$ cat config.mk
export PLATFORM = sky130hd
export DESIGN_NAME = fetch_queue
export DESIGN_NICKNAME = d
export VERILOG_FILES = /design/src/rtl/fetch_queue_pkg.sv /design/src/rtl/fq_ptr.sv /design/src/rtl/fetch_queue.sv
export SDC_FILE = /design/constraint.sdc
export NUM_CORES = 1
export LEC_CHECK = 0
export BUFFER_PORTS_ARGS = -buffer_cell sky130_fd_sc_hd__buf_4
export CAP_MARGIN = 10
export CORE_MARGIN = 2
export CORE_UTILIZATION = 55
export CTS_BUF_LIST = sky130_fd_sc_hd__clkbuf_16
export CTS_CLUSTER_DIAMETER = 40
export CTS_CLUSTER_SIZE = 20
export DETAILED_ROUTE_END_ITERATION = 10
export PLACE_DENSITY = 0.77
export SKIP_LAST_GASP = 1
export SLEW_MARGIN = 20
export SYNTH_ARGS = -nofsm -noshare
export SYNTH_HDL_FRONTEND = slang
export SYNTH_SLANG_ARGS = --single-unit
$ cat constraint.sdc
create_clock -name clk -period 7.79 [get_ports clk]
set_input_delay 0.779 -clock clk [delete_from_list [all_inputs] [get_ports clk]]
set_output_delay 0.779 -clock clk [all_outputs]
set_load 0.005 [all_outputs]
$ cat src/rtl/fetch_queue_pkg.sv
// Shared CPU front-end definitions: reset PC, instruction width and the
// entry format carried from fetch to decode.
package cpu_defs;

    localparam logic [31:0] PC_RESET = 32'h0000_3000;
    localparam int          INSTR_W  = 32;

    typedef struct packed {
        logic [31:0]        pc;
        logic [INSTR_W-1:0] instr;
        logic               adel;
    } fetch_entry_t;

    // Word-aligned instruction fetch requires the two low PC bits clear.
    function automatic logic pc_misaligned(input logic [31:0] pc);
        return pc[1:0] != 2'b00;
    endfunction

endpackage

$ cat src/rtl/fq_ptr.sv
// Wrapping queue pointer with a synchronous load (priority) and increment.
module fq_ptr #(
    parameter int W = 3
) (
    input  logic         clk,
    input  logic         reset,
    input  logic         inc,
    input  logic         load,
    input  logic [W-1:0] load_val,
    output logic [W-1:0] ptr
);

    always_ff @(posedge clk or negedge reset) begin
        if (!reset) begin
            ptr <= '0;
        end else if (load) begin
            ptr <= load_val;
        end else if (inc) begin
            ptr <= ptr + 1'b1;
        end
    end

endmodule

$ cat src/rtl/fetch_queue.sv
// Instruction buffer between fetch and decode: in-order circular queue with
// back-pressure, redirect flush and a registered (non fall-through) head.
module fetch_queue
    import cpu_defs::*;
#(
    parameter int DEPTH = 4,
    parameter int PTR_W = $clog2(DEPTH)
) (
    input  logic               clk,
    input  logic               reset,
    input  logic               in_valid,
    input  logic [31:0]        in_pc,
    input  logic [INSTR_W-1:0] in_instr,
    output logic               in_ready,
    output logic               fetch_stall,
    input  logic               flush,
    output logic               out_valid,
    output logic [31:0]        out_pc,
    output logic [INSTR_W-1:0] out_instr,
    output logic               out_adel,
    input  logic               out_ready,
    output logic [PTR_W:0]     count
);

    logic [PTR_W:0] wr_ptr;
    logic [PTR_W:0] rd_ptr;
    logic           empty;
    logic           full;
    logic           push;
    logic           pop;
    fetch_entry_t   mem [DEPTH];
    fetch_entry_t   head;

    // The extra MSB distinguishes full from empty when slot indices match.
    assign empty = (wr_ptr == rd_ptr);
    assign full  = (wr_ptr[PTR_W-1:0] == rd_ptr[PTR_W-1:0]) &&
                   (wr_ptr[PTR_W] != rd_ptr[PTR_W]);
    assign count = wr_ptr - rd_ptr;

    // in_ready comes from registered state only, so a full queue refuses a
    // push even when decode pops in the same cycle.
    assign in_ready    = ~full;
    assign fetch_stall = full;
    assign out_valid   = ~empty;

    assign push = in_valid & in_ready & ~flush;
    assign pop  = out_valid & out_ready & ~flush;

    fq_ptr #(.W(PTR_W + 1)) u_wr_ptr (
        .clk      (clk),
        .reset    (reset),
        .inc      (push),
        .load     (1'b0),
        .load_val ('0),
        .ptr      (wr_ptr)
    );

    // Flush collapses the queue by snapping the read pointer onto the write pointer.
    fq_ptr #(.W(PTR_W + 1)) u_rd_ptr (
        .clk      (clk),
        .reset    (reset),
        .inc      (pop),
        .load     (flush),
        .load_val (wr_ptr),
        .ptr      (rd_ptr)
    );

    always_ff @(posedge clk) begin
        if (push) begin
            mem[wr_ptr[PTR_W-1:0]] <= '{pc: in_pc, instr: in_instr, adel: pc_misaligned(in_pc)};
        end
    end

    // Storage is never reset, so the head is masked to keep X off decode.
    assign head      = mem[rd_ptr[PTR_W-1:0]];
    assign out_pc    = empty ? 32'h0 : head.pc;
    assign out_instr = empty ? '0 : head.instr;
    assign out_adel  = empty ? 1'b0 : head.adel;

endmodule
; Yosys cells after proc, flatten, opt, wreduce, memory -nomap -nowiden
; Memory sizes are Yosys's and may differ from the RTL's.
; Cells that the tools add are included.
[classes]
mux = 7
bitwise = 7
addsub = 3
reduce_logical = 3
n_eq_ne = 3
[op_table]
columns = op, n
row1 = $mux 32, 2
row2 = $add 3x1->3 const B, 2
row3 = $mux 3, 2
row4 = $and 1x1->1, 4
row5 = $reduce_bool 2->1, 2
row6 = $eq 3x3->1, 1
row7 = $mux 1, 3
row8 = $not 1->1, 3
row9 = $sub 3x3->3, 1
row10 = $eq 2x2->1, 1
row11 = $logic_and 1x1->1, 1
row12 = $ne 1x1->1, 1
[word_totals]
ramBits = 260
memories = 1
ff_bits = 6
inputBits = 69
[mem_list]
columns = name, depth, width, read_ports, rd_ports_with_merged_regs, wr, line_no
row1 = mem, 4, 65, 1, 0, 1, fetch_queue.sv:31  ; fetch_entry_t mem [DEPTH];

; Logic depth before layout (Yosys ltp)
[logic_depth]
word_depth = 7
ltp_mapped = 8
mapped_depth_nobuf = 5

; Modules after synthesis
; A second synthesis with hierarchy kept.
[hier_totals]
hier_cells = 472
area_unflattened_um2 = 10457.5
[by_module_without_submodules]
columns = mod, seq_area_each_um2, cells_each, n_inst, area_each_um2
row1 = fetch_queue, 7807.5, 444, 1, 10149.7
row2 = fq_ptr, 75.1, 14, 2, 153.9

; Worst setup path before layout
; No wires, ideal clock.
[synth_path]
path_kind = register -> register
from = register u_rd_ptr.ptr[1]
to = memory mem[3][0] (netlist bit), enable pin
stages_incl_launch_ff = 6
arrival_ns = 6.152
setup_ns = 0.590
path_slack_ns = 1.048
synth_period_minus_slack_ns = 6.742
required_time_ns = 7.200
path_cell_list = dfrtp_1 buf_2 inv_1 ha_1 and2_1 a211oi_1
[synth_between]
elab_chain_len = 7
[synth_rtl]
columns = element, line_no
row1 = start: declaration, fq_ptr.sv:10  ; output logic [W-1:0] ptr
row2 = start signal: assignment, fq_ptr.sv:17  ; ptr <= load_val;
row3 = start signal: assignment, fq_ptr.sv:19  ; ptr <= ptr + 1'b1;
row4 = $eq 2x2->1, fetch_queue.sv:36  ; assign full = (wr_ptr[PTR_W-1:0] == rd_ptr[PTR_W-1:0]) &&
row5 = $logic_and 1x1->1, fetch_queue.sv:36
row6 = $not 1->1, fetch_queue.sv:42  ; assign in_ready = ~full;
row7 = $and 1x1->1 (2 in a row), fetch_queue.sv:46  ; assign push = in_valid & in_ready & ~flush;
row8 = $mux 1, fetch_queue.sv:69  ; if (push) begin
row9 = $mux 1 (implied by the code), fetch_queue.sv:70  ; mem[wr_ptr[PTR_W-1:0]] <= '{pc: in_pc, instr: in_instr, adel: pc_misaligned(in_pc)};
row10 = end: declaration, fetch_queue.sv:31
; No other way between the ends.

; Worst setup path in the final report
[layout_path]
from = register u_rd_ptr.ptr[1]
to = output port out_instr[27]
[layout_between]
elab_chain_len = 2
elab_cells_between_ends = 3
[layout_rtl]
columns = element, line_no
row1 = $mem_v2 4x65 or $eq 3x3->1 (tied branches), --
row2 = $mux 32 *, fetch_queue.sv:77  ; assign out_instr = empty ? '0 : head.instr;
row3 = end: declaration, fetch_queue.sv:19  ; output logic [INSTR_W-1:0] out_instr,
; Every way passes the cells marked *; elsewhere a longest branch is shown, timed or not.

==> results by group <==
Floorplanning
  – Chip height: 141.3 um
  – Chip width: approximately 140 um
  – I/O pins: 140
  – Initial core utilization: between 50% and 60%
  – Row cnt: 50
  – Die area: between 0.015 and 0.02 mm^2
  – Core ar.: approximately 0.019 mm^2

Synthesis
  – Synth Area in XOR/XNOR: less than 1%
  – Top-count cell post-synth: edfxtp_1
  – Synth cell types: 31
  – Syn nets: ~550
  – Sequential area share after synthesis: 76.74%
  – Synth Warn #: 0
  – Synth async-reset ratio: approximately 2.3%
  – Proportion of synthesized area in mux cells: between 10 and 15%
  – Cells after synthesis: approximately 470
  – Synth Area in Simple Gates: under 10%
  – Most frequent cells after synthesis: edfxtp_1 (260), nor2b_1 (67), mux4_2 (65)
  – Mapped Area: about 0.010 mm^2
  – Prevailing post-synth register cell: edfxtp_1
  – Top post-synthesis cells by area: edfxtp_1 (75%), mux4_2 (14%), nor2b_1 (4.0%)
  – Synth top area share: 75.29%
  – Post-synthesis adder-cell area fraction: 1.038%
  – Compound-gate portion of the synthesized area: less than 1%
  – Avg Synthesized Cell Area: around 22 um^2
  – Area leader, netlist: edfxtp_1
  – Synth Register Bits: between 200 and 300
  – Main combinational cell family by area after synthesis: multiplexers
  – EDFF count, synth: 260

Cells and area
  – Register Area: roughly 0.008 mm^2
  – Fin area: between 0.01 and 0.015 mm^2
  – Multi-input logic area: between 0.002 and 0.0025 mm^2
  – Area Growth Syn to Fin: 21.56%
  – # diodes: 0
  – Share of post-route cells with drive strength above 1: approximately two fifths
  – Net count, final: approximately 700
  – Fill count: between 1,000 and 1,500

CTS
  – Total CTS buffers: 31
  – Reg clk slew, reported paths: around 0.060 ns
  – # Post-CTS Setup Buffers: 0
  – Clk Latency, worst-skew pair: ~0.54 ns
  – Clock root buffer: clkbuf_16
  – Max Buffers Root-to-Sink: 3
  – CTS tree: yes
  – Htree depth: 1
  – Clock sink total: between 200 and 300
  – # hold bufs at CTS: 0
  – CTS-repair resized insts: 0

Status
  – Status: complete, no violations

Power
  – Leakage: 4.373 nW
  – Cell Int Power: around 3.5 mW
  – Pwr per Cell Area: 393.1 mW/mm^2
  – Comb pwr share: between 30% and 40%
  – Max IR drop VDD: around 0.00024 V
  – Pwr Total: between 4 and 5 mW
  – Sw Pwr: between 1 and 1.5 mW
  – Sequential power share: around two fifths
  – Net Sw Frac: 29.24%
  – Power share of the clock group: between 20 and 30%

Route
  – DR vias: around 4,900
  – TritonRoute pass-1 iters: 4
  – Vias per cell: between 5 and 6
  – Detailed router's first-iteration violation count: 327
  – Post-route ant nets: 0
  – Routed WL: about 19 mm
  – DR WL/cell: between 20 and 25 um
  – Remaining routing DRC violations: 0

Placement
  – GPL Wtd Cong: about 0.73
  – Port Buffers: ~140
  – Detailed Place HPWL: around 11 mm
  – Pre-CTS WS: 3.822 ns
  – Placed Area: 0.01161 mm^2

STA
  – RSZ-0062 raised after global routing: false
  – Crit share post-route: a little under three fifths
  – Fmax: around 220 MHz
  – Setup TNS: 0 ns
  – Final min period: approximately 4.4 ns
  – Final WS setup: roughly 3.3 ns
  – Final Skew: 0.008347 ns
  – Final slew viol count: 0
  – Actual slew at the worst max-slew pin: 1.047 ns
  – Fin. Hold Viols: 0
  – Rel. slew slack: 30.19%
  – # setup viols final: 0

Worst setup path
  – WP data required: around 7.0 ns
  – WS Path Type: reg2out
  – Crit. End Element: primary output
  – CP Max Fanout: 69
  – Worst reg2reg path depth: 5
  – Startpoint types: flop
  – Critical path arrival: between 3 and 4 ns

Global route
  – Initial antenna violation count: 0
  – First-pass GRT wire length: 28.45 mm
  – GRT Total Usage: around a fifth
  – Vias in the first global route: a little over 5,000
  – Pin count of the biggest net entering global routing: 70
  – Grt ovf: 0

Flow run
  – Max-cap violations: 0

Min path
  – Min-delay worst type: in2async
through the flow:
step	instances	hold WS [ns]	utilization [%]
4_1_cts	881	0.01841	67.85
3_3_place_gp	826	0.5715	62.47
3_5_place_dp	826	0.5842	62.47
5_1_grt	881	0.01899	67.85
6_report	881	0.04069	67.85
2_1_floorplan	472	0.4834	-
power groups by stage:
stage | Clock (mW) | Sequential [mW] | Combinational (mW)
floorplan | 0 | 1.85 | 1.03
CTS | 1.40 | 1.95 | 1.67
global route | 1.46 | 1.97 | 1.77
finish | 1.37 | 1.94 | 1.64
global placement | 0 | 1.97 | 1.63
detailed placement | 0 | 1.98 | 1.66
cells by family after synthesis:
| logic type | Yosys count |
|---|---|
| muxes | 66 |
| DFF | 266 |
| xor gates and xnor gates | 5 |
| and+or+nand+nor | 86 |
| adders and majority gates | 8 |
| AOI/OAI and AO/OA | 9 |
| buffers and inverters | 32 |
worst paths after layout:
path                                  from         endpoint  slack [ns]
max                        u_rd_ptr.ptr[1]    out_instr[27]        3.34
min                                  reset  u_wr_ptr.ptr[1]        0.04
max reg2reg                u_rd_ptr.ptr[1]       mem[0][47]        4.15
min reg2reg                u_wr_ptr.ptr[2]  u_wr_ptr.ptr[2]        0.59
max in group asynchronous            reset  u_rd_ptr.ptr[0]        7.61
min in group clk              in_instr[18]       mem[3][19]        0.44
flip-flops by register name, summed over array words and instances, names as in the netlist:
register      count
u_wr_ptr.ptr      3
mem             260
u_rd_ptr.ptr      3
critical path, stage by stage, from the launching register on:
cell and delay (ns):
dfrtp_4 1.12, inv_1 0.15, ha_1 0.36, nand2_1 0.13
nor2_4 0.47, buf_4 0.55, nor2b_1 0.13, buf_4 0.16
placed cells by master, fill, tap and decap left out, types with 3 or more instances in the layout:
master / count
xnor2_1: 3
buf_4: 143
inv_8: 3
clkinvlp_4: 4
ha_1: 7
nand3_1: 5
nand2_1: 3
inv_1: 11
clkbuf_16: 31
clkinv_1: 3
nor2b_1: 67
edfxtp_1: 260
inv_6: 4
dfrtp_1: 4
clkinv_4: 4
and2_4: 3
mux4_2: 65
nor2_1: 3
metal layers:
layer / share of wire [%] / wire length [um] / track usage [%]
met5: 0 / 0 / 0
met4: 2.0 / 365 / 5.474
met3: 5.8 / 1081 / 3.847
met2: 50 / 9253 / 30.79
met1: 42 / 7846 / 25.88
area by class of cell:
type / instances / area share (%)
clock buffers: 31 / 6.154
clock inverters: 24 / 1.767
inverters: 9 / 0.2680
multi-input cells: 174 / 17.79
flip-flops and latches: 266 / 63.19
well taps: 234 / 2.323
repair buffers: 143 / 8.516
Note: power is estimated with default switching activity, not from simulation.
